--- config.mk ---
export PLATFORM = sky130hd
export DESIGN_NAME = bit_serializer
export DESIGN_NICKNAME = d
export VERILOG_FILES = /design/src/rtl/bit_serializer.sv
export SDC_FILE = /design/constraint.sdc
export NUM_CORES = 1
export LEC_CHECK = 0
export BUFFER_PORTS_ARGS = -buffer_cell sky130_fd_sc_hd__buf_2
export CAP_MARGIN = 20
export CORE_UTILIZATION = 48
export CTS_CLUSTER_DIAMETER = 50
export CTS_CLUSTER_SIZE = 14
export DETAILED_ROUTE_END_ITERATION = 7
export GPL_TIMING_DRIVEN = 0
export PLACE_DENSITY = 0.84
export SYNTH_ARGS = -nofsm -noshare
export SYNTH_HDL_FRONTEND = slang
export SYNTH_SLANG_ARGS = --single-unit
--- constraint.sdc ---
create_clock -name clk_i -period 3.73 [get_ports clk_i]
set_input_delay 0.373 -clock clk_i [delete_from_list [all_inputs] [get_ports clk_i]]
set_output_delay 0.373 -clock clk_i [all_outputs]
set_load 0.05 [all_outputs]
--- src/rtl/bit_serializer.sv ---
// bit_serializer: parallel-to-serial front end for the serial pattern detector.
// Accepts WIDTH-bit words over a valid/ready handshake and emits them one bit
// per clock with no gap between back-to-back words. stall_i freezes the stream.
//
// Ports:
//   clk_i        in   rising-edge clock
//   reset_i      in   synchronous, active-high reset
//   word_i       in   parallel word, sampled on handshake (valid_i && ready_o)
//   valid_i      in   word_i is valid
//   ready_o      out  word can be accepted this cycle (combinational)
//   stall_i      in   freeze the serial stream while high
//   data_o       out  serial bit (registered)
//   bit_valid_o  out  data_o carries a payload bit (registered)
//   last_o       out  data_o is the final bit of the word (registered)
//   busy_o       out  a word is in flight (registered)
module bit_serializer #(
    parameter int unsigned WIDTH      = 8,
    parameter bit          MSB_FIRST  = 1'b1,
    parameter bit          IDLE_LEVEL = 1'b0
) (
    input  logic             clk_i,
    input  logic             reset_i,
    input  logic [WIDTH-1:0] word_i,
    input  logic             valid_i,
    output logic             ready_o,
    input  logic             stall_i,
    output logic             data_o,
    output logic             bit_valid_o,
    output logic             last_o,
    output logic             busy_o
);

    localparam int unsigned CNT_W = $clog2(WIDTH);
    localparam logic [CNT_W-1:0] CNT_LAST   = CNT_W'(WIDTH - 1);
    localparam logic [CNT_W-1:0] CNT_PENULT = CNT_W'(WIDTH - 2);

    localparam logic [0:0] S_IDLE  = 1'b0;
    localparam logic [0:0] S_SHIFT = 1'b1;

    logic [0:0]       r_state;
    logic [WIDTH-1:0] r_sreg;
    logic [CNT_W-1:0] r_cnt;
    logic             r_data;
    logic             r_bit_valid;
    logic             r_last;
    logic             r_busy;

    logic [0:0]       w_state_nxt;
    logic [WIDTH-1:0] w_sreg_nxt;
    logic [CNT_W-1:0] w_cnt_nxt;
    logic             w_data_nxt;
    logic             w_bit_valid_nxt;
    logic             w_last_nxt;
    logic             w_busy_nxt;
    logic             w_at_last;
    logic             w_load;

    // Accept a word when idle, or when the final bit of the current word is out.
    assign w_at_last = (r_cnt == CNT_LAST);
    assign ready_o   = !reset_i && !stall_i && ((r_state == S_IDLE) || w_at_last);
    assign w_load    = valid_i && ready_o;

    // Next-state and next-output logic.
    always_comb begin
        w_state_nxt     = r_state;
        w_sreg_nxt      = r_sreg;
        w_cnt_nxt       = r_cnt;
        w_data_nxt      = r_data;
        w_bit_valid_nxt = 1'b0;
        w_last_nxt      = r_last;
        w_busy_nxt      = r_busy;

        if (w_load) begin
            // The first bit goes straight to data_o; the register keeps the rest.
            w_state_nxt     = S_SHIFT;
            w_cnt_nxt       = '0;
            w_bit_valid_nxt = 1'b1;
            w_last_nxt      = 1'b0;
            w_busy_nxt      = 1'b1;
            if (MSB_FIRST) begin
                w_data_nxt = word_i[WIDTH-1];
                w_sreg_nxt = word_i << 1;
            end else begin
                w_data_nxt = word_i[0];
                w_sreg_nxt = word_i >> 1;
            end
        end else begin
            case (r_state)
                S_IDLE: begin
                    w_data_nxt = IDLE_LEVEL;
                    w_last_nxt = 1'b0;
                    w_busy_nxt = 1'b0;
                end
                S_SHIFT: begin
                    if (stall_i) begin
                        // Hold everything; only bit_valid drops.
                        w_bit_valid_nxt = 1'b0;
                    end else if (w_at_last) begin
                        w_state_nxt = S_IDLE;
                        w_data_nxt  = IDLE_LEVEL;
                        w_last_nxt  = 1'b0;
                        w_busy_nxt  = 1'b0;
                    end else begin
                        w_cnt_nxt       = r_cnt + CNT_W'(1);
                        w_bit_valid_nxt = 1'b1;
                        w_last_nxt      = (r_cnt == CNT_PENULT);
                        if (MSB_FIRST) begin
                            w_data_nxt = r_sreg[WIDTH-1];
                            w_sreg_nxt = r_sreg << 1;
                        end else begin
                            w_data_nxt = r_sreg[0];
                            w_sreg_nxt = r_sreg >> 1;
                        end
                    end
                end
                default: begin
                    w_state_nxt = S_IDLE;
                    w_data_nxt  = IDLE_LEVEL;
                    w_last_nxt  = 1'b0;
                    w_busy_nxt  = 1'b0;
                end
            endcase
        end
    end

    // State and output registers with synchronous reset.
    always_ff @(posedge clk_i) begin
        if (reset_i) begin
            r_state     <= S_IDLE;
            r_sreg      <= '0;
            r_cnt       <= '0;
            r_data      <= IDLE_LEVEL;
            r_bit_valid <= 1'b0;
            r_last      <= 1'b0;
            r_busy      <= 1'b0;
        end else begin
            r_state     <= w_state_nxt;
            r_sreg      <= w_sreg_nxt;
            r_cnt       <= w_cnt_nxt;
            r_data      <= w_data_nxt;
            r_bit_valid <= w_bit_valid_nxt;
            r_last      <= w_last_nxt;
            r_busy      <= w_busy_nxt;
        end
    end

    assign data_o      = r_data;
    assign bit_valid_o = r_bit_valid;
    assign last_o      = r_last;
    assign busy_o      = r_busy;

endmodule

## Yosys cells after proc, flatten, opt, wreduce, memory -nomap -nowiden

Cells that the tools add are included.

- Bitwise logic cells: 3
- Mux-type cells: 22
- Reductions and logical operators: 11
- Add/sub/neg operators: 1
- Eq/ne operators: 7

Operators with widths:

| cell | number |
|---|---|
| 8-bit two-way mux | 4 |
| 1-bit two-way mux | 15 |
| 3-bit == test, second input constant | 2 |
| 1-bit case mux with 2 select lines | 3 |
| 3-bit AND reduction | 2 |
| 2-bit by 1-bit != test with 1-bit output, second input constant | 2 |
| 3-bit by 1-bit adder with 3-bit output, second input constant | 1 |
| 1-bit logical AND | 3 |
| 3-bit by 1-bit != test with 1-bit output, second input constant | 1 |
| 3-bit by 2-bit != test with 1-bit output, second input constant | 1 |
| 1-bit NOT | 3 |
| 1-bit zero test | 2 |
| 2-bit != test, second input constant | 1 |
| 2-bit AND reduction | 1 |
| 2-bit nonzero test | 1 |
| 2-bit OR reduction | 1 |
| 1-bit logical OR | 1 |

- Word-level logic and storage cells: 51
- Input port bits: 12
- Bits in registers: 15
- Output and inout port bits: 5

## Logic depth before layout (Yosys ltp)

Gate-level depths: netlist (run 1).

- Depth in word-level cells: 6
- Depth in mapped cells: 7
- Depth with buffers taken out: 6

## Worst setup path after synthesis (run 1)

No wires, ideal clock.

- Kind: reg-to-output
- From: reg r_cnt[0]
- To: out ready_o
- Arrival time: 1.974 ns
- Cell stages (with the launch flop): 5
- Slack: 1.383 ns
- Path buffers: 0
- Data required time: 3.357 ns
- Cell sequence: dfxtp_1 -> ha_1 -> ha_1 -> and2b_1 -> nor3_1

- Word-level cells in the longest chain between the ends: 3

RTL lines:

| what | line | RTL |
|---|---|---|
| start, declared | 42 | `logic [CNT_W-1:0] r_cnt;` |
| start signal, assigned | 139 | `r_cnt <= w_cnt_nxt;` |
| 3-bit == test | 59 | `assign w_at_last = (r_cnt == CNT_LAST);` |
| 1-bit logical OR | 60 | `assign ready_o = !reset_i && !stall_i && ((r_state == S_IDLE) \|\| w_at_last);` |
| 1-bit logical AND | 60 |  |
| end, declared | 25 | `output logic ready_o,` |

Every way passes these cells.

## Worst setup path after layout (run 1)

Same ends and word-level chain as after synthesis.

==> impl_results.md, run 1 <==
* Pin count of the biggest net entering global routing at 11
* Vias at 666
* # DRC at 0
* Xor/xnor share of the synthesized area at 0%
* Total grt overflow at 0
* Max_cap viols at 0
* Post-route ant nets at 0
* # diodes at 0
* Fin Hold WS at 278.5 ps
* Final Max Tran Viols at 0
* Crit-path max cell delay at 390 ps
* Ratio of final minimum period to clock period at 56.03%
* CP Class: reg -> out
* CP max FO at 5
* PD cells at 368.7 mW/mm^2
* Gr usage total at 19.18%
* TNS Setup at 0 ps
* Final setup fails at 0
* Fin cells at 120
* Maximum clock rate at 478.5 MHz
* HP Class: in -> reg
* Routed wire length at 1527 um
* Largest family of logic cells by synthesized area: simple AND/OR/NAND/NOR gates
* Initial Utilization at 51.18%
* Core area at 0.001489 sq mm
* Post-route setup slack at 1640 ps
* Hold buffers post-CTS at 0
* Min cycle time layout at 2090 ps
* H-tree depth at 1
* Total CTS buffers at 3
* Initial DRC count at 14
* Buf/Inv on CP at 1
* Synth Register Bits at 15
* Final hold vios at 0
* Number of synthesis warnings at 0
* Post-cts sizing count at 0
* RSZ-0062 raised after global routing: no
* Initial antenna violation count at 0
* Ratio of routed vias to standard cells at 5.550
* Crit path DAT at 1720 ps
* Layout cells sized above 1 at 31.73%
* CTS Root Cell: clkbuf_4
* Seq/Total Area, Yosys at 39.41%
* Die height at 41.84 um
* Inst Count DP at 116
* # IOs at 17
* First-pass GRT wire length at 2594 um
* PortBufs at 15
* TritonCTS clock tree: yes
* CTS clk-pin slew, worst paths at 90 ps
* Synth Area in Adders at 4.926%
* CP Launch Type: flop
* Wl on met1 at 701 um
* Post-route clock skew at 6.439 ps
* Die X-Extent at 41.84 um
* Mux cell area share after synthesis at 0%
* Mapped Area at 762.0 sq um
* Netlist cell types at 26
* Post-Synth Simple-Gate Area at 28.41%
* Top routing layer in use: met4
* Syn Nets at 100
* DR WL met3 at 42 um
* Pre-CTS setup slack at 1951 ps
* Status: complete, no violations
* WL/cell at 12.73 um
* Vias in the first global route at 640
* Most used cell, CP: ha_1
* Buffer depth of the longest clock path at 2
* Routability cong. at 0.7495
* Total power at 0.0003257 W
* Crit-path cells: ha_1 > ha_1 > and2b_1 > nor3_1 > buf_2
* Slowest cell on crit path: dfxtp_1
* Synth Area in Compound Gates at 22.17%
* Clock sink count at 15
* DRT Pass-1 Iters at 4
* HPWL after DPL at 1086 um
* Top Family by Delay on Critical Path: simple AND/OR/NAND/NOR gates
* Fin nets at 120
* Slew margin rel. at 67.31%
* Static leakage at 0.3436 nW
* Clk_lat worst skew at 280 ps
* Post-CTS Setup Bufs at 0
* Peak VDD IR at 0.1775 mV
* Metal2 WL at 767 um
* Worst Setup End Kind: output pin
* Mapped Cells at 85
* Slew @ Worst Pin at 490.3 ps
* Syn_area_per_cell at 8.964 sq um
* Die area at 0.001751 sq mm
* # rows at 14
* Area growth syn-to-layout at 15.93%
* Required time of the worst setup path at 3360 ps
## sequential cells by signal (all words and copies together) (netlist names)
signal and flops:
bit_valid_o 1, busy_o 1, data_o 1, last_o 1, r_cnt 3, r_sreg 7
r_state 1
## Yosys cell counts, drive strengths merged
library cell,n,area [sq um]
a21oi,8,51.30
a22oi,1,7.510
a311oi,6,77.58
and2b,1,7.510
buf,3,27.52
clkbuf,1,3.750
dfxtp,15,300.3
ha,3,37.54
inv,2,7.510
nand2,16,60.06
nand2b,5,41.29
nor2,12,62.56
nor2b,1,6.260
nor3,4,20.02
nor4b,1,8.760
nor4bb,1,10.01
o211ai,2,15.01
o21ai,2,10.01
o21bai,1,7.510
## where the power goes
part	switching [W]	internal (W)
clock	0.0000517	0.0000414
combinational	0.0000358	0.0000226
sequential	0.00000597	0.000168
total	0.0000935	0.000232
## logic make-up (layout without fill, tap and decap cells)
logic type                 count (synthesis)  after routing
and+or+nand+nor                           41             41
AOI/OAI and AO/OA                         20             20
DFF                                       15             15
buffers and inverters                      6             25
adders and majority gates                  3              3
## path summary, 6_finish.rpt
check                               from                     end  slack (ps)  cells after the start
setup / recovery   r_cnt[0]$_SDFFE_PP0P_                 ready_o        1640                      5
hold reg to reg   r_sreg[1]$_SDFFE_PP0P_  r_sreg[1]$_SDFFE_PP0P_         490                      2
setup reg to reg   r_cnt[0]$_SDFFE_PP0P_  r_sreg[4]$_SDFFE_PP0P_        1960                      7
hold / removal                   reset_i  r_sreg[7]$_SDFFE_PP0P_         280                      2
## cells in the final DEF, fill, tap and decap left out
master     n
a22oi_1    1
nor2_4     1
ha_1       3
o211ai_1   2
clkbuf_1   2
nor3_1     4
nand2b_2   1
clkbuf_4   3
a311oi_1   2
buf_2     16
and2b_1    1
nand2b_1   3
o21ai_0    2
nor4b_1    1
nor2b_1    1
nor4bb_1   1
buf_6      2
a21oi_1    7
nor2_2     4
nand2b_4   1
o21bai_1   1
a21oi_4    1
inv_1      2
nand2_1   16
dfxtp_1   15
nor2_1     7
a311oi_2   4
## metal layers
layer / GRT usage [%] / vias to the layer above
li1: - / 334
met1: 25.21 / 316
met2: 30.63 / 14
met3: 2.609 / 2
met4: 9.677 / 0
met5: 0 / -
## area by class of cell
type | count | area, sq um
repair buffers | 15 | 75.07
fillers | 137 | 605.6
multi-input cells | 64 | 422.9
well taps | 16 | 20.02
flip-flops and latches | 15 | 300.3
inverters | 2 | 7.507
plain buffers | 4 | 31.28
clock buffers | 4 | 26.28
## stage by stage
stage          utilization [%]  instance area [sq um]
4_1_cts                  59.33                  883.3
3_3_place_gp             57.56                  857.1
6_report                 59.33                  883.3
3_5_place_dp             57.56                  857.1
2_1_floorplan                -                  762.0
5_1_grt                  59.33                  883.3
Power figures use the tool's default switching activity.
==> inputs of run 2 (changes only) <==
--- a/config.mk
+++ b/config.mk
@@ -7,7 +7,7 @@
 export LEC_CHECK = 0
 export BUFFER_PORTS_ARGS = -buffer_cell sky130_fd_sc_hd__buf_2
 export CAP_MARGIN = 20
-export CORE_UTILIZATION = 48
+export CORE_UTILIZATION = 46
 export CTS_CLUSTER_DIAMETER = 50
 export CTS_CLUSTER_SIZE = 14
 export DETAILED_ROUTE_END_ITERATION = 7
==> constraint.sdc (replaced) <==
create_clock -name clk_i -period 1.85 [get_ports clk_i]
set_input_delay 0.185 -clock clk_i [delete_from_list [all_inputs] [get_ports clk_i]]
set_output_delay 0.185 -clock clk_i [all_outputs]
set_load 0.05 [all_outputs]
==> run 2 against run 1 <==
Net effect:
- setup slack got worse by 1500 ps
- register-to-register slack got worse by 1800 ps
- worst hold slack got worse by 180 ps
- clock power increased by 97%
- non-clock buffer count increased by 1
- die area increased by 4.2%
- final area increased by 4.5%
==> impl_results.md, run 2 (synthesized netlist as in run 1, its figures left out) <==
* Status: complete, no violations
* Number of flip-flops in the largest register at 7
* Crit-path max cell delay at 360 ps
* Core area at 0.001524 sq mm
* Post-route clock skew at 5.904 ps
* Total CTS buffers at 3
* First-pass GRT wire length at 2628 um
* Min cycle time layout at 1744 ps
* PortBufs at 15
* Slowest cell on crit path: dfxtp_1
* Vias at 669
* Largest registers: r_sreg: 7 flops, r_cnt: 3 flops
* Final setup fails at 0
* Die X-Extent at 42.70 um
* Initial DRC count at 12
* Fin Hold WS at 94.60 ps
* Maximum clock rate at 573.5 MHz
* Area growth syn-to-layout at 21.18%
* Most frequent cells in the layout: nand2_1 (16), buf_2 (15), dfxtp_1 (14)
* H-tree depth at 1
* Final hold vios at 0
* # DRC at 0
* HPWL after DPL at 1121 um
* PD cells at 712.7 mW/mm^2
* Clk_lat worst skew at 280 ps
* Buffer depth of the longest clock path at 2
* Crit-path cells: ha_1 > ha_4 > and2b_2 > nor3_4 > buf_6
* RSZ-0062 raised after global routing: no
* Layout cells sized above 1 at 36.19%
* Die area at 0.001823 sq mm
* Die height at 42.70 um
* Largest reg by FF count: r_sreg
* TritonCTS clock tree: yes
* HP Class: in -> reg
* # diodes at 0
* Routed wire length at 1488 um
* CTS clk-pin slew, worst paths at 90 ps
* # rows at 14
* TNS Setup at 0 ps
* Initial antenna violation count at 0
* FF/Latch Area at 301.5 sq um
* Worst Setup End Kind: output pin
* Ratio of routed vias to standard cells at 5.529
* Post-route ant nets at 0
* Routability cong. at 0.7455
* Slew margin rel. at 63.72%
* Crit path DAT at 1560 ps
* Initial Utilization at 50.00%
* WL/cell at 12.30 um
* Slew @ Worst Pin at 544.2 ps
* CP Launch Type: flop
* Total grt overflow at 0
* Peak VDD IR at 0.4704 mV
* Max_cap viols at 0
* Most common cell after layout, fill and taps aside: nand2_1
* Required time of the worst setup path at 1660 ps
* Footprint of the multi-input gates at 447.9 sq um
* # IOs at 17
* Clock sink count at 15
* Ratio of final minimum period to clock period at 94.25%
* Vias in the first global route at 632
* Fillers at 127
* DRT Pass-1 Iters at 4
* Static leakage at 0.3500 nW
* CP max FO at 5
* Pin count of the biggest net entering global routing at 11
* Final Max Tran Viols at 0
* CTS Root Cell: clkbuf_4
* Total power at 0.0006581 W
* Gr usage total at 19.12%
* CP Class: reg -> out
* Fin nets at 121
## run 2: repair_timing
item,CTS,global route
endpoints found under the hold margin,0,0
setup buffers,0,1
endpoints found under the setup margin,1,1
resized for setup,3,4
pin swaps,0,0
hold buffers,0,0
## run 2: stage by stage
stage          cell area (sq um)  cells  utilization [%]  setup WS [ps]
6_report                   923.4    121            60.59          106.3
2_1_floorplan              767.0     85                -          119.6
5_1_grt                    923.4    121            60.59          16.38
3_5_place_dp               862.1    116            56.57          84.98
3_3_place_gp               862.1    116            56.57          125.6
4_1_cts                    897.1    120            58.87          26.37
## run 2: where the power goes
group | total [W] | switching, W | internal, W
sequential | 0.000350 | 0.0000110 | 0.000339
clock | 0.000183 | 0.0000995 | 0.0000836
combinational | 0.000125 | 0.0000747 | 0.0000501
total | 0.000658 | 0.000185 | 0.000473
## run 2: path summary, 6_finish.rpt
path,slack (ps),cells after the start,start,end
hold reg to reg,480,2,r_sreg[1]$_SDFFE_PP0P_,r_sreg[1]$_SDFFE_PP0P_
hold / removal,90,2,reset_i,r_sreg[7]$_SDFFE_PP0P_
setup / recovery,110,5,r_cnt[1]$_SDFFE_PP0P_,ready_o
setup reg to reg,120,7,r_cnt[0]$_SDFFE_PP0P_,r_sreg[6]$_SDFFE_PP0P_
## run 2: area by class of cell
cell class              count  share of cell area [%]
repair buffers             16                   9.621
plain buffers               4                   3.388
inverters                   2                  0.8130
multi-input cells          64                   48.51
flip-flops and latches     15                   32.66
well taps                  16                   2.168
clock buffers               4                   2.846
## run 2: metal layers
layer | GRT usage [%] | share of wire (%)
met4 | 9.375 | 2.1
met5 | 0 | 0
met2 | 32.73 | 50
met1 | 21.33 | 44
met3 | 5.532 | 3.4
## run 2: worst max-delay path: cells and delay by family, from the launching register on
family | cells | cell delay [ps]
adder cells (fa/ha/maj) | 2 | 360
flip-flops | 1 | 360
buffers and inverters | 1 | 180
AND/OR/NAND/NOR | 2 | 390
